## src/rtl/csa_stream_sched.sv

```systemverilog
// CSA stream-layer scheduler: steps the stream-cypher core once per accepted block,
// XORs the core keystream into non-first blocks and owns the control-word register,
// deferring key changes to packet boundaries.
module csa_stream_sched #(
   parameter int unsigned MAX_BLOCKS = 23,
   parameter int unsigned CNT_W      = 5
) (
   input  logic             clk,
   input  logic             rst_n,
   input  logic [63:0]      ck_in,
   input  logic             ck_load,
   input  logic             in_valid,
   output logic             in_ready,
   input  logic [63:0]      in_data,
   input  logic             in_first,
   input  logic             in_last,
   input  logic [3:0]       in_bytes,
   output logic             out_valid,
   input  logic             out_ready,
   output logic [63:0]      out_data,
   output logic             out_last,
   output logic [3:0]       out_bytes,
   output logic             sc_en,
   output logic             sc_init,
   output logic [63:0]      sc_ck,
   output logic [63:0]      sc_sb,
   input  logic [63:0]      sc_cb,
   output logic             err,
   output logic [CNT_W-1:0] blk_cnt
);

   typedef enum logic [0:0] {StIdle, StActive} state_e;

   state_e           state_q, state_d;
   logic [CNT_W-1:0] cnt_q, cnt_d, cnt_inc;
   logic             err_q, err_d;
   logic [63:0]      ck_q, ck_d, shadow_q, shadow_d;
   logic             pend_q, pend_d;
   logic             valid_q, first_q, last_q;
   logic [63:0]      sb_q;
   logic [3:0]       bytes_q;
   logic [63:0]      mask;
   logic             accept, proc, ovf, leave, idle_free;

   assign in_ready = !valid_q | out_ready;
   assign accept   = in_valid & in_ready;

   // Packet FSM: decides whether an accepted beat is processed, counted or flagged.
   always_comb begin
      state_d = state_q;
      cnt_d   = cnt_q;
      err_d   = 1'b0;
      proc    = 1'b0;
      ovf     = 1'b0;
      leave   = 1'b0;
      cnt_inc = cnt_q + 1'b1;
      unique case (state_q)
         StIdle: begin
            cnt_d = '0;
            if (accept) begin
               if (in_first) begin
                  proc    = 1'b1;
                  cnt_d   = CNT_W'(1);
                  leave   = in_last;
                  state_d = in_last ? StIdle : StActive;
               end else begin
                  // Orphan beat outside a packet: swallowed, never reaches the core.
                  err_d = 1'b1;
               end
            end
         end
         StActive: begin
            if (accept) begin
               proc = 1'b1;
               if (in_first) begin
                  // Restart: old packet abandoned, this beat is a fresh init.
                  err_d = 1'b1;
                  cnt_d = CNT_W'(1);
               end else begin
                  cnt_d = cnt_inc;
                  ovf   = !in_last && (cnt_inc == CNT_W'(MAX_BLOCKS));
                  err_d = ovf;
               end
               leave = in_last | ovf;
               if (leave) state_d = StIdle;
            end
         end
         default: state_d = StIdle;
      endcase
   end

   // Control-word handling: direct load when idle, otherwise shadow until the packet ends.
   always_comb begin
      ck_d      = ck_q;
      shadow_d  = shadow_q;
      pend_d    = pend_q;
      idle_free = (state_q == StIdle) && !(proc && in_first);
      if (ck_load) begin
         if (idle_free) begin
            ck_d   = ck_in;
            pend_d = 1'b0;
         end else begin
            shadow_d = ck_in;
            pend_d   = 1'b1;
         end
      end
      if (pend_d && (leave || idle_free)) begin
         ck_d   = shadow_d;
         pend_d = 1'b0;
      end
   end

   // Control state registers.
   always_ff @(posedge clk or negedge rst_n) begin
      if (!rst_n) begin
         state_q  <= StIdle;
         cnt_q    <= '0;
         err_q    <= 1'b0;
         ck_q     <= '0;
         shadow_q <= '0;
         pend_q   <= 1'b0;
      end else begin
         state_q  <= state_d;
         cnt_q    <= cnt_d;
         err_q    <= err_d;
         ck_q     <= ck_d;
         shadow_q <= shadow_d;
         pend_q   <= pend_d;
      end
   end

   // Single output register; holds contents while downstream stalls.
   always_ff @(posedge clk or negedge rst_n) begin
      if (!rst_n) begin
         valid_q <= 1'b0;
         sb_q    <= '0;
         first_q <= 1'b0;
         last_q  <= 1'b0;
         bytes_q <= '0;
      end else if (proc) begin
         valid_q <= 1'b1;
         sb_q    <= in_data;
         first_q <= in_first;
         last_q  <= in_last | ovf;
         bytes_q <= in_last ? in_bytes : 4'd8;
      end else if (out_ready) begin
         valid_q <= 1'b0;
      end
   end

   // Keystream applies to the top out_bytes bytes; byte 0 is [63:56].
   always_comb begin
      mask     = ~(64'hFFFF_FFFF_FFFF_FFFF >> {bytes_q, 3'b000});
      out_data = first_q ? sb_q : (sb_q ^ (sc_cb & mask));
   end

   assign out_valid = valid_q;
   assign out_last  = last_q;
   assign out_bytes = bytes_q;
   assign sc_en     = proc;
   assign sc_init   = proc & in_first;
   assign sc_sb     = in_data;
   assign sc_ck     = ck_q;
   assign err       = err_q;
   assign blk_cnt   = cnt_q;

endmodule

```

## config.mk

```make
export PLATFORM = sky130hd
export DESIGN_NAME = csa_stream_sched
export DESIGN_NICKNAME = d
export VERILOG_FILES = /design/src/rtl/csa_stream_sched.sv
export SDC_FILE = /design/constraint.sdc
export NUM_CORES = 1
export LEC_CHECK = 0
export BUFFER_PORTS_ARGS = -buffer_cell sky130_fd_sc_hd__buf_2
export CAP_MARGIN = 5
export CORE_AREA = 3 3 160 162
export DETAILED_ROUTE_END_ITERATION = 10
export DIE_AREA = 0 0 163 165
export GPL_TIMING_DRIVEN = 0
export PLACE_DENSITY_LB_ADDON = 0.1
export REMOVE_ABC_BUFFERS = 1
export SYNTH_ARGS = -nofsm -noshare
export SYNTH_HDL_FRONTEND = slang
export SYNTH_SLANG_ARGS = --single-unit
```

## constraint.sdc

```tcl
create_clock -name clk -period 2.65 [get_ports clk]
set_input_delay 0.265 -clock clk [delete_from_list [all_inputs] [get_ports clk]]
set_output_delay 0.265 -clock clk [all_outputs]
set_load 0.01 [all_outputs]
```

==> impl_metrics.ini, run 1 <==
[global_route]
met2_usage = 0.507
grt_start_max_net_pins = 97
grt_pass1_vias = 11000
grt-busiest-layer = met2
gr-total-overflow = 0
grtUsageMet1 = 0.365
antenna_found_initial = 7
grt_use_total = 0.294
grt_pass1_wl_um = 62500
grtUsageMet3 = 0.0599

[finish]
drive_gt1_frac = 0.322
multi_input_area_mm2 = 0.00536
num-nets-final = 1918
layout_common_cells = 460 x nand2_1, 407 x buf_2, 206 x dfrtp_1, 132 x o211ai_1, 121 x dlygate4sd3_1
register_area_mm2 = 0.00518
layout_commonest_cell = nand2_1
area_growth_pct = 36.9
fillCellCount = 2113
final_cell_area_mm2 = 0.0156

[detailed_routing]
drtPass1Iterations = 5
via_per_inst = 5.40
wl_per_cell_um = 20.1
drc_errors = 0
ant_nets = 0
num_vias = 11100
wl_um = 41400
drt_iter0_markers = 906

[place]
portBuffers = 409
place_congestion = 0.872
dpl.hpwl_um = 26600
placed_area_mm2 = 0.0134

[worst_setup_path]
cp_top_family = buffers and inverters
path_max_fanout = 50
cp-start-kind = flop
cp_data_required_time_ns = 2.38
crit_type = reg -> out
cpMaxStageDelayCell = dfrtp_1
critPathBufInv = 4
cp.arrival_ns = 2.29
crit_chain = nor2b_4, inv_2, and2_2, o21ai_4, buf_16, clkinv_16, buf_2
cp_slowest_stage_delay_ns = 0.35
cp-end-kind = output port

[yosys]
synth.distinct_cells = 38
ys_seq_elements = 207
ys_warn_count = 0
netlist_area_mm2 = 0.0114
ys_async_sr_fraction = 1.00
syn_inst = 1294
synth-edff-count = 0
synth_top_area_cell = dfrtp_1
synth_top_area_frac = 0.454
ys_top_cells_by_area = dfrtp_1 45%, nand2_1 15%, o211ai_1 8.7%
synth_area_per_cell_um2 = 8.81
synth_flop_cell = dfrtp_1
ys_seq_area_frac = 0.454

[outcome]
outcome = finished clean

[timing]
fmax_mhz = 391
setup_viol = 0
fin_crit_ns = 2.56
slew_headroom = 0.385
drv_slew = 0
finalClockSkew_ns = 0.0131
worstMarginPinSlew_ns = 0.923
rsz0062_at_grt = true
finalCritPeriodShare = 0.964
hold_viol = 0

[die]
dieArea_mm2 = 0.0269
io_pins = 410
rows = 57
start_util = 0.470
fp.dieH_um = 165
core_area_mm2 = 0.0242
dieWidth_um = 163

[power_and_ir_drop]
fin_total_pwr_mw = 12.1
peakVddDrop_mv = 0.455
power.density_mw_per_mm2 = 778
power_leakage_nw = 7.54

[clock_tree]
cts-buffers-inserted = 24
clk_path_buf_depth = 3
insertion_delay_ns = 0.52
root_buffer = clkbuf_16
clk_pin_slew_ns = 0.06
clkSinkCount = 207
h-tree-depth = 1
cts_tree = yes

[worst_hold_path]
hp-class = in -> reg

[run]
drv_cap = 0
==> routing by layer <==
| layer | up-vias | share of wire |
|---|---|---|
| met5 | - | 0.00031 |
| met4 | 2 | 0.033 |
| met3 | 84 | 0.080 |
| met2 | 493 | 0.49 |
| met1 | 5363 | 0.39 |
| li1 | 5188 | - |
==> cells in the mapped netlist (all sizes together), types with 6 or more instances <==
master and instances:
nand2 463, dfrtp 207, o211ai 192, buf 99, clkbuf 70, nand4 65, xnor2 65, nand2b 64
nor2 10, a21oi 7, inv 6, nor2b 6
==> sequential cells by signal, indices dropped and copies added, names as in the netlist, 4 cells and up <==
name,flops
sb_q,64
blk_cnt,5
sc_ck,64
out_bytes,4
shadow_q,64
==> worst reg2reg max path, stage by stage, from the launching register on <==
cell	delay, ns
dfrtp_2	0.52
clkinv_4	0.25
buf_12	0.28
nor2_1	0.10
a22oi_2	0.28
buf_16	0.19
and3_4	0.22
buf_16	0.26
o211ai_1	0.22
==> through the flow <==
step                      std cells  hold WS (ns)  TNS [ns]  utilization  setup WS, ns
after floorplan                1125       -0.0306   -801.89            -         -6.15
after global placement         1858         0.470  -2264.83        0.532        -12.18
after detailed placement       1880         0.247    -90.09        0.554         -1.20
after CTS                      2052      0.000916    -0.108        0.642        -0.108
after global routing           2061        0.0188   -0.0250        0.644       -0.0212
final                          2062        0.0104         0        0.644        0.0950
==> worst paths after layout <==
| kind | startpoint | end | slack [ns] | cells after the start |
|---|---|---|---|---|
| max | out_valid | sc_en | 0.09 | 7 |
| min | in_data[48] | sb_q[48] | 0.01 | 3 |
| max reg2reg | state_q | sc_ck[2] | 0.18 | 8 |
| min reg2reg | sb_q[40] | sb_q[40] | 0.49 | 2 |
| max in group asynchronous | rst_n | state_q | 1.16 | 4 |
| min in group asynchronous | rst_n | sb_q[60] | 0.32 | 2 |
==> final cells by class <==
type,instances,share of cell area
diodes,7,0.00112
clock buffers,34,0.0435
clock inverters,10,0.00961
inverters,6,0.00345
multi-input cells,915,0.343
flip-flops and latches,207,0.332
well taps,324,0.0260
repair buffers,558,0.240
repair inverters,1,0.000721
==> cells by family (layout without fill, tap and decap cells) <==
family,Yosys count,count (layout),share of synthesized area
xor gates and xnor gates,67,67,0.0514
other,0,7,0
buffers and inverters,175,609,0.0855
adders and majority gates,2,2,0.00219
and+or+nand+nor,628,628,0.240
AOI/OAI and AO/OA,215,218,0.166
DFF,207,207,0.454
==> repair_timing <==
action	in CTS	in global routing
pin swaps	4	2
setup endpoints to repair	151	75
resized for setup	10	7
hold buffers	121	0
cloned	2	2
endpoints found under the hold margin	185	0
buffers inserted	5	2
==> power breakdown <==
part	total, mW	internal, mW	switching, mW
sequential	4.46	3.95	0.513
combinational	4.16	1.79	2.37
clock	3.53	2.17	1.36
total	12.1	7.91	4.24
No activity file was read; power rests on OpenSTA's default activity.
==> run 2, diff against run 1 <==
Settings changed: ABC_AREA set to 1, CORE_AREA 3 3 160 162 to 3 3 157 159, DIE_AREA 0 0 163 165 to 0 0 160 162, SLEW_MARGIN set to 30.
==> run 2 against run 1 <==
Net effect:
- count of clock-buffer cells in the layout down 3
- design area down 9.3%
- synthesized area down 4.3%
- via count down 9.5%
- synthesized cell count up 3.9%
- sequential power up 0.9%
- die area down 3.6%
- power up 1.0%
- first-iteration DRC count down 37%
- wire length down 13%
- clock skew up 0.010 ns
- clock power down 7.6%
- largest cell class is now registers
- largest power group is now combinational logic
- highest routed layer unchanged
==> impl_metrics.ini, run 2 <==
[outcome]
outcome = finished clean

[timing]
finalClockSkew_ns = 0.0232
setup_tns_ns = 0
slew_headroom = 0.387
setup_ws_ns = 0.172
hold_viol = 0
fmax_mhz = 404
setup_viol = 0
rsz0062_at_grt = false
finalCritPeriodShare = 0.935
worstMarginPinSlew_ns = 0.919
drv_slew = 0
fin_crit_ns = 2.48

[die]
dieWidth_um = 160
core_area_mm2 = 0.0234
io_pins = 410
start_util = 0.466
dieArea_mm2 = 0.0259
fp.dieH_um = 162
rows = 56

[yosys]
synth.most_common_cell = nand2_1
ys_seq_elements = 207
synth_commonest_cells = 495 x nand2_1, 207 x dfrtp_1, 160 x nand3_1
ys_warn_count = 0
syn_inst = 1345
synth_flop_cell = dfrtp_1
ys_seq_area_frac = 0.475
ys_async_sr_fraction = 1.00
ys_top_cells_by_area = dfrtp_1 47%, nand2_1 17%, nand3_1 7.3%
synth_top_area_frac = 0.475
synth.distinct_cells = 30
synth_area_per_cell_um2 = 8.12
synth_top_area_cell = dfrtp_1
synth-edff-count = 0
netlist_area_mm2 = 0.0109

[place]
place_congestion = 0.879
dpl.hpwl_um = 23200
dp_slack_ns = -1.28
portBuffers = 409

[worst_setup_path]
cp.arrival_ns = 2.21
cp_slowest_stage_delay_ns = 0.39
r2r-start = out_valid
critPathBufInv = 2
crit_chain = inv_1, a21oi_4, nor2_1, o21ai_2, nand2_1, xor2_1, buf_2
cp-start-kind = flop
cp_data_required_time_ns = 2.38
path_max_fanout = 10
critPathLaunch = out_bytes[2]
cp-end-kind = output port
cpMaxStageDelayCell = dfrtp_1
cp_top_family = simple AND/OR/NAND/NOR gates
crit_type = reg -> out

[clock_tree]
h-tree-depth = 1
cts-buffers-inserted = 23
clk_pin_slew_ns = 0.06
clk_path_buf_depth = 3
clkSinkCount = 207
cts_tree = yes
root_buffer = clkbuf_16
insertion_delay_ns = 0.51

[run]
drv_cap = 0

[power_and_ir_drop]
fin_total_pwr_mw = 12.3
power.density_mw_per_mm2 = 867
peakVddDrop_mv = 0.573
power_leakage_nw = 7.80

[global_route]
grt_pass1_vias = 9756
antenna_found_initial = 10
gr-total-overflow = 0
grt_use_total = 0.262
grt_start_max_net_pins = 77
grt_pass1_wl_um = 54400

[detailed_routing]
drc_errors = 0
via_per_inst = 4.89
drt_iter0_markers = 567
drtPass1Iterations = 5
ant_nets = 0
wl_per_cell_um = 17.5
num_vias = 10100
wl_um = 36100

[finish]
area_growth_pct = 29.8
num-nets-final = 1924
drive_gt1_frac = 0.307
layout_commonest_cell = nand2_1
layout_common_cells = 495 x nand2_1, 407 x buf_2, 207 x dfrtp_1, 160 x nand3_1, 149 x inv_1

[worst_hold_path]
hp-class = in -> reg
min-delay-start = in_data[33]
## run 2: cell count changes in the layout (fill, tap and decap cells not counted), moves of 63 or more
cell and delta:
dlygate4sd3_1 -71, inv_1 +146, nand2b_1 -64, nand3_1 +155, nand4_1 -63, o211ai_1 -131, xnor2_1 -65, xor2_1 +63
## run 2: worst reg2reg max path, cell delays in order (launching register included)
cell and delay (ns):
dfrtp_1 0.41, a21boi_4 0.27, nand2_4 0.19, nand2_8 0.26, nand2_8 0.24, o21ai_4 0.20
buf_16 0.20, buf_16 0.18, buf_8 0.18, nand3_2 0.09, nand2_1 0.09, inv_1 0.04
nand2_1 0.05
## run 2: through the flow
step / cell area, um^2 / std cells / hold WS (ns) / util
after global placement: 12400 / 1939 / 0.452 / 0.528
final: 14200 / 2060 / 0.0140 / 0.605
after detailed placement: 12700 / 1949 / 0.222 / 0.541
after floorplan: 9910 / 1211 / -0.0306 / -
after CTS: 14000 / 2048 / 0.0000526 / 0.600
after global routing: 14200 / 2059 / 0.00183 / 0.605
## run 2: final timing paths
path | cells past startpoint | slack [ns] | to
max | 7 | 0.17 | out_data[57]
min | 3 | 0.01 | sb_q[33]
max reg2reg | 12 | 0.20 | sc_ck[19]
min reg2reg | 2 | 0.47 | shadow_q[9]
max in group asynchronous | 4 | 1.24 | sc_ck[15]
min in group asynchronous | 2 | 0.29 | out_valid
## run 2: layer usage
| layer | vias to the layer above | GRT usage | share of wire |
|---|---|---|---|
| met3 | 75 | 0.0467 | 0.061 |
| met2 | 353 | 0.451 | 0.50 |
| li1 | 4844 | - | - |
| met5 | - | 0 | 0.0012 |
| met1 | 4788 | 0.331 | 0.41 |
| met4 | 8 | 0.0959 | 0.034 |
## run 2: where the power goes
part / internal [mW] / leakage, nW / total, mW / switching, mW
registers: 4.08 / 2.56 / 4.50 / 0.421
logic: 1.69 / 4.87 / 4.52 / 2.83
clock network: 1.97 / 0.373 / 3.26 / 1.29
total: 7.74 / 7.80 / 12.3 / 4.54
## run 2: what timing repair did
item / 4_1_cts / 5_1_grt
endpoints found under the setup margin: 152 / 105
gates resized for setup: 7 / 6
hold buffers: 50 / 0
pin swaps: 6 / 3
gates cloned: 4 / 4
buffers inserted: 5 / 1
hold endpoints to repair: 105 / 0
## run 2: area by class of cell
class                           count  area (um^2)
Inverter                          154          592
Clock inverter                      9          123
Sequential cell                   207         5180
Antenna cell                        7         17.5
Multi-Input combinational cell    856         4330
Clock buffer                       31          636
Timing Repair Buffer              476         2880
Tap cell                          319          399
Timing Repair inverter              1         6.26
Fill cell                        2240         9240
## run 2: kinds of logic after synthesis
family / count (synthesis) / synth area share
xor gates and xnor gates: 65 / 0.0522
and+or+nand+nor: 712 / 0.290
AOI/OAI and AO/OA: 71 / 0.0362
DFF: 207 / 0.475
buffers and inverters: 288 / 0.145
adders and majority gates: 2 / 0.00229
